[src/rtl/ece385_7485_serial_seq.sv]
// Nibble-serial magnitude compare through one external 7485-style comparator.
// LSB nibble first; the comparator's outputs are registered as the next cascade inputs.
module ece385_7485_serial_seq #(
    parameter int NIBBLES = 4
) (
    input  logic                 Clk,
    input  logic                 Reset_n,
    input  logic                 start,
    input  logic [4*NIBBLES-1:0] A,
    input  logic [4*NIBBLES-1:0] B,
    output logic                 busy,
    output logic                 done,
    output logic                 gt,
    output logic                 eq,
    output logic                 lt,
    output logic [3:0]           cmp_A,
    output logic [3:0]           cmp_B,
    output logic                 cmp_lt_in,
    output logic                 cmp_eq_in,
    output logic                 cmp_gt_in,
    input  logic                 cmp_gt_out,
    input  logic                 cmp_eq_out,
    input  logic                 cmp_lt_out
);

    localparam int IW = (NIBBLES > 1) ? $clog2(NIBBLES) : 1;
    localparam logic [IW-1:0] LAST = IW'(NIBBLES - 1);

    typedef enum logic [1:0] {
        IDLE,
        RUN,
        DONE
    } state_t;

    state_t               state;
    state_t               state_nx;
    logic [4*NIBBLES-1:0] a_reg;
    logic [4*NIBBLES-1:0] b_reg;
    logic [IW-1:0]        idx;
    logic [2:0]           casc;
    logic                 accept;
    logic                 last;

    // The DONE-exit edge may already accept the next request.
    assign accept = start && (state == IDLE || state == DONE);
    assign last   = (state == RUN) && (idx == LAST);

    always_ff @(posedge Clk or negedge Reset_n) begin
        if (!Reset_n) begin
            state <= IDLE;
        end else begin
            state <= state_nx;
        end
    end

    always_comb begin
        state_nx  = state;
        busy      = 1'b0;
        done      = 1'b0;
        cmp_A     = 4'h0;
        cmp_B     = 4'h0;
        cmp_lt_in = 1'b0;
        cmp_eq_in = 1'b1;
        cmp_gt_in = 1'b0;
        unique case (state)
            IDLE: begin
                if (start) state_nx = RUN;
            end
            RUN: begin
                busy      = 1'b1;
                cmp_A     = a_reg[{idx, 2'b00} +: 4];
                cmp_B     = b_reg[{idx, 2'b00} +: 4];
                cmp_lt_in = casc[2];
                cmp_eq_in = casc[1];
                cmp_gt_in = casc[0];
                if (idx == LAST) state_nx = DONE;
            end
            DONE: begin
                busy     = 1'b1;
                done     = 1'b1;
                state_nx = start ? RUN : IDLE;
            end
            default: state_nx = IDLE;
        endcase
    end

    always_ff @(posedge Clk or negedge Reset_n) begin
        if (!Reset_n) begin
            a_reg <= '0;
            b_reg <= '0;
            idx   <= '0;
            casc  <= 3'b010;
            gt    <= 1'b0;
            eq    <= 1'b0;
            lt    <= 1'b0;
        end else if (accept) begin
            a_reg <= A;
            b_reg <= B;
            idx   <= '0;
            casc  <= 3'b010;
        end else if (state == RUN) begin
            casc <= {cmp_lt_out, cmp_eq_out, cmp_gt_out};
            idx  <= idx + 1'b1;
            if (last) begin
                gt <= cmp_gt_out;
                eq <= cmp_eq_out;
                lt <= cmp_lt_out;
            end
        end
    end

endmodule

[config.mk]
export PLATFORM = sky130hd
export DESIGN_NAME = ece385_7485_serial_seq
export DESIGN_NICKNAME = d
export VERILOG_FILES = /design/src/rtl/ece385_7485_serial_seq.sv
export SDC_FILE = /design/constraint.sdc
export NUM_CORES = 1
export LEC_CHECK = 0
export CAP_MARGIN = 20
export CORE_MARGIN = 2
export CORE_UTILIZATION = 40
export CTS_CLUSTER_SIZE = 24
export DETAILED_ROUTE_END_ITERATION = 7
export GPL_TIMING_DRIVEN = 0
export PLACE_DENSITY = 0.68
export SYNTH_ARGS = -nofsm -noshare
export SYNTH_HDL_FRONTEND = slang
export SYNTH_SLANG_ARGS = --single-unit
[constraint.sdc]
create_clock -name Clk -period 1.9 [get_ports Clk]
set_input_delay 0.285 -clock Clk [delete_from_list [all_inputs] [get_ports Clk]]
set_output_delay 0.285 -clock Clk [all_outputs]
set_load 0.1 [all_outputs]
After elaboration in Yosys (flattened, before gate mapping)
Index checks and enable logic that the tools add are counted.
{ "totals": {"ff_bits": 42, "in_bits": 38, "output_inout_bits": 16, "elab_cells": 40} }
{ "op_classes": {"add_sub_neg": 1, "eq_ne": 5, "n_shift": 2, "mux": 15, "n_bitwise": 1, "n_reduce_logical": 8} }
{ "ops": {"columns": ["op", "count"], "rows": [
  ["16-bit by 5-bit variable part select with 4-bit output", 2],
  ["2-bit 2-to-1 mux", 4],
  ["4-bit 2-to-1 mux", 2],
  ["1-bit 2-to-1 mux", 6],
  ["3-bit 2-to-1 mux", 2],
  ["2-bit case mux with 3 select lines", 1],
  ["2-bit equality test (second input constant)", 2],
  ["2-bit != test (second input constant)", 2],
  ["3-bit AND reduction", 1],
  ["2-bit by 1-bit adder with 2-bit output (second input constant)", 1],
  ["2-bit by 1-bit equality test with 1-bit output (second input constant)", 1],
  ["1-bit logical AND", 2],
  ["2-bit zero test", 1],
  ["2-bit AND reduction", 1],
  ["2-bit nonzero test", 1],
  ["2-bit OR reduction", 1],
  ["1-bit logical OR", 1],
  ["1-bit NOT", 1]
]} }

Logic depth before layout (Yosys ltp)
{ "depth": {"word_depth": 5, "mapped_depth": 6, "ltp_nobuf": 5} }

Worst setup path after synthesis
OpenSTA, ideal clock, no wires.
{ "synth_timing": {"path_kind": "register to register", "from": "register state[0]", "to": "register eq", "setup_time_ns": 0.125, "arrival_ns": 2.047, "required_ns": 1.775, "setup_slack_ns": -0.273, "path_stages_with_launch": 6, "n_path_buf": 0, "synth_period_minus_slack_ns": 2.173, "cell_sequence": "dfrtp_1 inv_1 ha_1 o21ai_4 and3_4 mux2_2"} }
{ "synth_via": {"elab_chain_cells": 5, "word_cells_on_any_way": 8, "cone_classes": "eq/ne (2); bitwise (1); reduce/logical (5)"} }
{ "synth_lines": {"columns": ["item", "line_no", "text"], "rows": [
  ["start, declared", "35", "state_t state;"],
  ["start signal, assigned", "52", "state <= state_nx;"],
  ["2-bit equality test or 2-bit zero test (tied branches)", "45", "assign accept = start && (state == IDLE || state == DONE);"],
  ["1-bit logical OR", "45", null],
  ["1-bit logical AND", "45", null],
  ["1-bit NOT (no source line)", null, null],
  ["3-bit AND reduction (no source line) (*)", null, null],
  ["end signal, assigned", "106", "eq <= cmp_eq_out;"],
  ["end, declared", "14", "output logic eq,"]
]} }
Mark *: on every way between the ends. The rest lies on a longest branch, timed or not.
A chain may end at the register's enable or synchronous reset.

Final worst setup path
{ "layout_timing": {"from": "register idx[0]", "to": "output cmp_A[2]"} }
{ "layout_via": {"elab_chain_cells": 2} }
{ "layout_lines": {"columns": ["item", "line_no", "text"], "rows": [
  ["start, declared", "39", "logic [IW-1:0] idx;"],
  ["start signal, assigned", "103", "idx <= idx + 1'b1;"],
  ["16-bit by 5-bit variable part select with 4-bit output", "71", "cmp_A = a_reg[{idx, 2'b00} +: 4];"],
  ["4-bit 2-to-1 mux", "65", "unique case (state)"],
  ["end, declared", "16", "output logic [3:0] cmp_A,"]
]} }
No other way between the ends.

==> out/metrics.csv <==
stage,metric,value,unit
cts,H-tree depth,2,
final_layout,n_diodes,0,
cts,CTS root buf,clkbuf_8,
worst_setup_path,RR Endpoint,lt,
cts,clk slew on worst S/H paths,0.08,ns
worst_setup_path,Worst setup EP type,output port,
floorplan,Rows,25,
drt,DRT Pass-1 Iters,4,
worst_setup_path,Crit Path Max Fanout,6,
timing,Worst Slack Setup Final,-0.0469,ns
worst_setup_path,CP Data Arrival Time,1.66,ns
worst_setup_path,Crit path buffers/inverters,2,
place,RD Place Congestion,0.704,
global_routing,largest net degree at the start of global routing,32,
final_layout,# nets final,248,
timing,post-layout min period,1.95,ns
drt,routed length per instance,15.7,um
min_path,Hold Path Class,in -> async,
synth,XOR/XNOR Fraction of Synth Area,0.435,%
synth,post-synthesis adder-cell area fraction,4.35,%
cts,clk_lat worst skew,0.29,ns
synth,"Avg Cell Area, Syn",15.0,um^2
outcome,failing checks,setup timing,
timing,fmax,514,MHz
synth,#FFs+latches synth,42,
drt,DRC,0,
floorplan,Die Y,74.9,um
cts,CTS max path bufs,2,
cts,CTS sink cnt,42,
synth,post-synthesis mux area share,31.1,%
floorplan,top-level I/O count,54,
global_routing,Overflow after GRT,0,
pwr,Leak,1.27,nW
worst_setup_path,crit-path cells,"buf_6, mux4_2, and2_4, buf_12",
worst_setup_path,register-to-register setup slack,0.07,ns
synth,Syn Inst Count,134,
synth,largest family of logic cells by synthesized area,multiplexers,
synth,Mapped Nets,179,
synth,Synth cell types,23,
drt,Routed WL,4260,um
place,I/O Buffers,53,
timing,Rel. slew slack,36.7,%
pwr,Worst VDD drop,1.06,mV
worst_setup_path,Worst Setup Start Kind,register,
final_layout,"most common cell after layout, fill and taps aside",dfrtp_1,
global_routing,first-pass GRT wire length,6960,um
global_routing,Total Routing Usage GR,17.2,%
pwr,PwrDens,1840,nW/um^2
synth,Yosys warning count,0,
pwr,Pwr Total,0.00543,W
worst_setup_path,FF-to-FF Start,state[0],
final_layout,Layout area overhead,46.3,%
timing,Final Max Tran Viols,0,
cts,CTS Buf Count,5,
timing,unrepaired setup endpoints after global routing,true,
cts,CTS tree,done,
worst_setup_path,max incr delay on CP,0.50,ns
place,detailed-placement wirelength estimate,3100,um
worst_setup_path,cell depth of the worst flop-to-flop path,5,
timing,Worst Clk Skew,0.00795,ns
final_layout,most frequent cells in the layout,"dfrtp_1, mux2_2, clkdlybuf4s50_1, buf_12",
drt,DR vias,1304,
synth,simple-gate share of the synthesized area,6.34,%
worst_setup_path,Critical Path Slowest Stage Cell,mux4_2,
worst_setup_path,CP Class,reg -> out,
drt,DRT iter0 DRCs,24,
worst_setup_path,Worst path top cell family by delay,multiplexers,
timing,final setup fails,5,
global_routing,initial antenna violation count,0,
synth,post-synthesis cell area,2010,um^2
drt,"antenna viol nets, final",0,
outcome,status,"complete, but fails checks",
floorplan,die width,74.9,um
job,reported max-cap violation count,0,
final_layout,layout cell share with drive strength beyond 1,47.5,%
floorplan,core area,4790,um^2
timing,period utilization,102,%
global_routing,vias in the first global route,1462,
synth,"Seq/Total Area, Yosys",52.3,%
synth,Synth Area in Compound Gates,1.87,%
final_layout,non-filler instance count after layout,271,
place,Cells after DPL,255,
floorplan,Initial Utilization,42.0,%
timing,Slew @ Worst Pin,0.953,ns
drt,via density per instance,4.81,
timing,final hold vios,0,
floorplan,DIE AREA,5610,um^2
worst_setup_path,CP Data Required Time,1.62,ns
-- layer usage --
layer | part of all wire (%) | wire length (um) | GRT usage (%)
met5 | 0 | 0 | 0
met1 | 42 | 1780 | 20.9
met2 | 52 | 2220 | 29.7
met3 | 4.0 | 170 | 4.02
met4 | 1.9 | 82 | 6.94
-- power by group --
group          internal [W]  switching [W]
Clock              0.000293       0.000299
Sequential          0.00134       0.000213
Combinational       0.00152        0.00177
-- cell usage after synthesis, drive strengths merged --
cell type	n	area (um^2)
a21oi	1	5.00
a221o	1	10.0
and2	10	62.6
and2b	1	7.51
and3	1	11.3
buf	6	57.6
clkbuf	1	3.75
dfrtp	41	1030
dfstp	1	26.3
ha	7	87.6
inv	3	11.3
mux2	36	405
mux2i	4	40.0
mux4	8	180
nand2	1	3.75
nand2b	2	12.5
nor2	6	22.5
nor3b	1	7.51
o21ai	1	16.3
o22ai	1	6.26
xnor2	1	8.76
-- per-stage QoR --
| step | utilization (%) | hold slack, ns | area [um^2] | TNS [ns] | setup WS [ns] |
|---|---|---|---|---|---|
| after CTS | 61.8 | 0.418 | 2960 | -0.869 | -0.123 |
| final | 61.5 | 0.409 | 2940 | -0.192 | -0.0469 |
| after global placement | 55.2 | 0.483 | 2640 | -31.36 | -1.04 |
| after detailed placement | 55.5 | 0.191 | 2660 | -11.87 | -1.08 |
| after floorplan | - | -0.0106 | 2030 | 0 | 0.0552 |
| after global routing | 61.5 | 0.433 | 2940 | -0.732 | -0.126 |
-- cell type report --
class,instances,area [um^2]
fillers,380,1840
flip-flops and latches,42,1050
multi-input cells,82,925
repair buffers,63,704
clock buffers,7,86.3
well taps,67,83.8
plain buffers,6,75.1
inverters,3,11.3
clock inverters,1,5.00
-- worst max path at each step --
stage / endpoint / cells after the start / slack [ns] / from
2_1_floorplan: eq / 5 / 0.06 / state[0]
3_3_place_gp: cmp_B[1] / 6 / -1.04 / state[1]
3_5_place_dp: cmp_B[1] / 6 / -1.08 / state[1]
4_1_cts: cmp_A[2] / 5 / -0.12 / idx[0]
5_1_grt: cmp_A[0] / 4 / -0.13 / idx[0]
6_report: cmp_A[2] / 4 / -0.05 / idx[0]
-- what timing repair did --
action,in CTS,in global routing
endpoints found under the setup margin,16,10
pin swaps,3,5
hold buffers,1,0
cloned,1,0
buffers inserted,7,1
resized for setup,123,6
hold endpoints to repair,11,0
-- cells by family (layout without fill, tap and decap cells) --
group                      after synthesis  after routing
and+or+nand+nor                         22             22
DFF                                     42             42
xor gates and xnor gates                 1              1
adders and majority gates                7              7
buffers and inverters                   10             80
muxes                                   48             48
AOI/OAI and AO/OA                        4              4
No activity file was read; power rests on OpenSTA's default activity.
